File: src/rtl/johnson_checker_decode.sv
// Combinational Johnson code decoder: flags legal codes and maps them to a sequence index.
module johnson_checker_decode #(
    parameter int unsigned WIDTH = 4,
    localparam int unsigned IDX_W = $clog2(2 * WIDTH)
) (
    input  logic [WIDTH-1:0] jc_i,
    output logic             legal_o,
    output logic [IDX_W-1:0] index_o
);

    int unsigned ones;
    int unsigned bounds;

    always_comb begin
        ones   = 0;
        bounds = 0;
        for (int i = 0; i < int'(WIDTH); i++) begin
            if (jc_i[i]) begin
                ones = ones + 1;
            end
        end
        for (int i = 0; i < int'(WIDTH) - 1; i++) begin
            if (jc_i[i] != jc_i[i+1]) begin
                bounds = bounds + 1;
            end
        end
        legal_o = (bounds <= 1);
        // MSB set implies at least one 1, so 2*WIDTH - ones never reaches 2*WIDTH.
        if (jc_i[WIDTH-1]) begin
            index_o = IDX_W'(2 * WIDTH - ones);
        end else begin
            index_o = IDX_W'(ones);
        end
    end

endmodule

File: config.mk
export PLATFORM = sky130hd
export DESIGN_NAME = johnson_checker_decode
export DESIGN_NICKNAME = d
export VERILOG_FILES = /design/src/rtl/johnson_checker_decode.sv
export SDC_FILE = /design/constraint.sdc
export NUM_CORES = 1
export LEC_CHECK = 0
export CORE_AREA = 8 8 45 47
export DETAILED_ROUTE_END_ITERATION = 12
export DIE_AREA = 0 0 53 55
export PLACE_DENSITY = 0.51
export SLEW_MARGIN = 10
export SYNTH_ARGS = -nofsm -noshare
export SYNTH_HDL_FRONTEND = slang
export SYNTH_SLANG_ARGS = --single-unit
export TNS_END_PERCENT = 20
File: constraint.sdc
create_clock -name vclk -period 4.11
set_input_delay 0.822 -clock vclk [all_inputs]
set_output_delay 0.822 -clock vclk [all_outputs]
set_load 0.1 [all_outputs]
==> summary.md <==
| Metric | Value |
|---|---|
| WP data arrival | `3.20 ns` |
| Clock buf count | `0` |
| Slew HR | `68.1%` |
| Clock share of power | `0%` |
| Post-Syn Instances | `35` |
| Setup-failing EPs final | `0` |
| Status | `complete, no violations` |
| Max Clk Rate | `249 MHz` |
| Vias per cell | `4.39` |
| Worst path slowest cell | `clkdlybuf4s50_1` |
| Die W | `53 µm` |
| Initial DRC count | `1` |
| Net load switching power | `77.2 µW` |
| # rows | `14` |
| Worst Path Required | `3.29 ns` |
| Gr usage total | `3.49%` |
| Boundary pin count | `8` |
| Synthesized area per cell | `7.79 µm²` |
| Top cell type by total area after synthesis | `ha_1` |
| Crit end category | `primary output` |
| CP Launch Type | `input port` |
| Max-cap viol count | `0` |
| Worst Path Buf+Inv | `4` |
| Vias in the first global route | `207` |
| Final min period | `4.02 ns` |
| Static leakage | `0.000195 µW` |
| Via count | `272` |
| Cts repair resizes | `0` |
| Yosys warnings | `0` |
| Crit share post-route | `97.8%` |
| Measured slew at the worst slew-check pin | `0.477 ns` |
| Sequential share of power | `0%` |
| Setup CP Type | `in2out` |
| Fin. Hold Viols | `0` |
| Layout cells sized above 1 | `21.7%` |
| Slew Limit Fails | `0` |
| Sw Share | `62.9%` |
| Sequential area share after synthesis | `0%` |
| Worst-path maximum fanout | `3` |
| First-pass GRT wire length | `848 µm` |
| Antenna viol nets, final | `0` |
| Setup slack after layout | `0.0896 ns` |
| Overall power consumption | `123 µW` |
| Crit path cell chain | `clkdlybuf4s50_1 > inv_1 > ha_1 > xor2_1 > ha_1 > inv_1 > maj3_1 > o211a_1 > o21ai_2 > buf_12` |
| Power per cell area | `288 nW/µm²` |
| Hold_buf cts | `0` |
| DRC viols | `0` |
| Unique cell type count in the Yosys netlist | `17` |
| Core area | `1380 µm²` |
| P_int | `45.6 µW` |
| DR pass1 iterations | `2` |
| Setup TNS | `0 ns` |
| RSZ-0062 raised after global routing | `false` |
| Layout Utilization | `30.8%` |
| Grt ovf | `0` |
| Gpl congestion | `0.737` |
| CP delay by family, top | `adder cells` |
| Die height | `55 µm` |
| Routed Wire Length | `600 µm` |
| Register area | `0 µm²` |
| Synth area leaders | `ha_1 28%, inv_1 8.3%, mux2i_1 7.3%` |
| Antenna diode count | `0` |
| Largest net degree at the start of global routing | `13` |
| Yosys top cell area share | `27.5%` |
| Initial core utilization | `19.7%` |
| Die area | `2920 µm²` |
| Port-buffer cells | `8` |
| Number of sequential cells | `0` |
| Area grow syn2layout | `56.4%` |
| Hold Slack | `2.56 ns` |
| Initial antenna violation count | `0` |
| Slowest stage delay, CP | `0.50 ns` |
| Worst hold path class | `in2out` |
| Gate power share | `100.0%` |
| Post-DP HPWL | `491 µm` |
| Pre-CTS setup slack | `0.0417 ns` |
| Wire length per cell | `9.68 µm` |
| Final net count | `58` |
| Area of the mapped netlist | `273 µm²` |
| Max IR drop VDD | `0.0000898 V` |
| Post-CTS setup buffer count | `0` |
| Post-Syn Nets | `45` |
per-layer routing:
layer | track usage (%) | up-vias | share of wire, %
met1 | 4.07 | 117 | 41
met2 | 6.64 | 5 | 52
li1 | - | 150 | -
met3 | 0.802 | 0 | 7.8
met4 | 0 | 0 | 0
met5 | 0 | - | 0
power by group through the flow:
| stage | logic, µW | registers [µW] | clock network, µW |
|---|---|---|---|
| global placement | 121 | 0 | 0 |
| global route | 129 | 0 | 0 |
| floorplan | 80.2 | 0 | 0 |
| detailed placement | 121 | 0 | 0 |
| finish | 123 | 0 | 0 |
| CTS | 121 | 0 | 0 |
logic make-up (layout without fill, tap and decap cells):
family / after synthesis / after routing / synth area share [%]
AOI/OAI and AO/OA: 9 / 9 / 20.2
adders and majority gates: 7 / 7 / 31.2
buffers and inverters: 7 / 18 / 12.4
and+or+nand+nor: 6 / 6 / 16.1
xor gates and xnor gates: 4 / 4 / 12.8
muxes: 2 / 2 / 7.34
worst paths after layout:
path / slack, ns / depth (start not counted) / startpoint / endpoint
setup / recovery: 0.09 / 10 / jc_i[0] / index_o[2]
hold / removal: 2.56 / 3 / jc_i[3] / index_o[1]
cell type report:
class              count  area, µm²
fillers              148        957
inverters              6       22.5
multi-input cells     28        246
well taps             16       20.0
repair buffers        12        138
synth_stat cells (2+ instances only):
master and number:
inv_1 6, nor3_1 2, nor3b_1 2, mux2i_1 2, o21ai_0 4, xor2_1 2
xnor2_1 2, ha_1 6
placed cells by master (no fill, tap or decap), drive strengths merged:
master / count
nand4b: 1
buf: 8
xor2: 2
a21oi: 1
nor3: 2
maj3: 1
o211a: 1
mux2i: 2
xnor2: 2
ha: 6
clkdlybuf4s50: 4
nor3b: 2
or4b: 1
o21ai: 5
inv: 6
a31oi: 1
o2111ai: 1
metrics by stage:
step           cell area [µm²]  instances
2_1_floorplan              273         35
3_3_place_gp               419         62
3_5_place_dp               419         62
4_1_cts                    419         62
5_1_grt                    427         62
6_report                   427         62
Note: power is estimated with default switching activity, not from simulation.
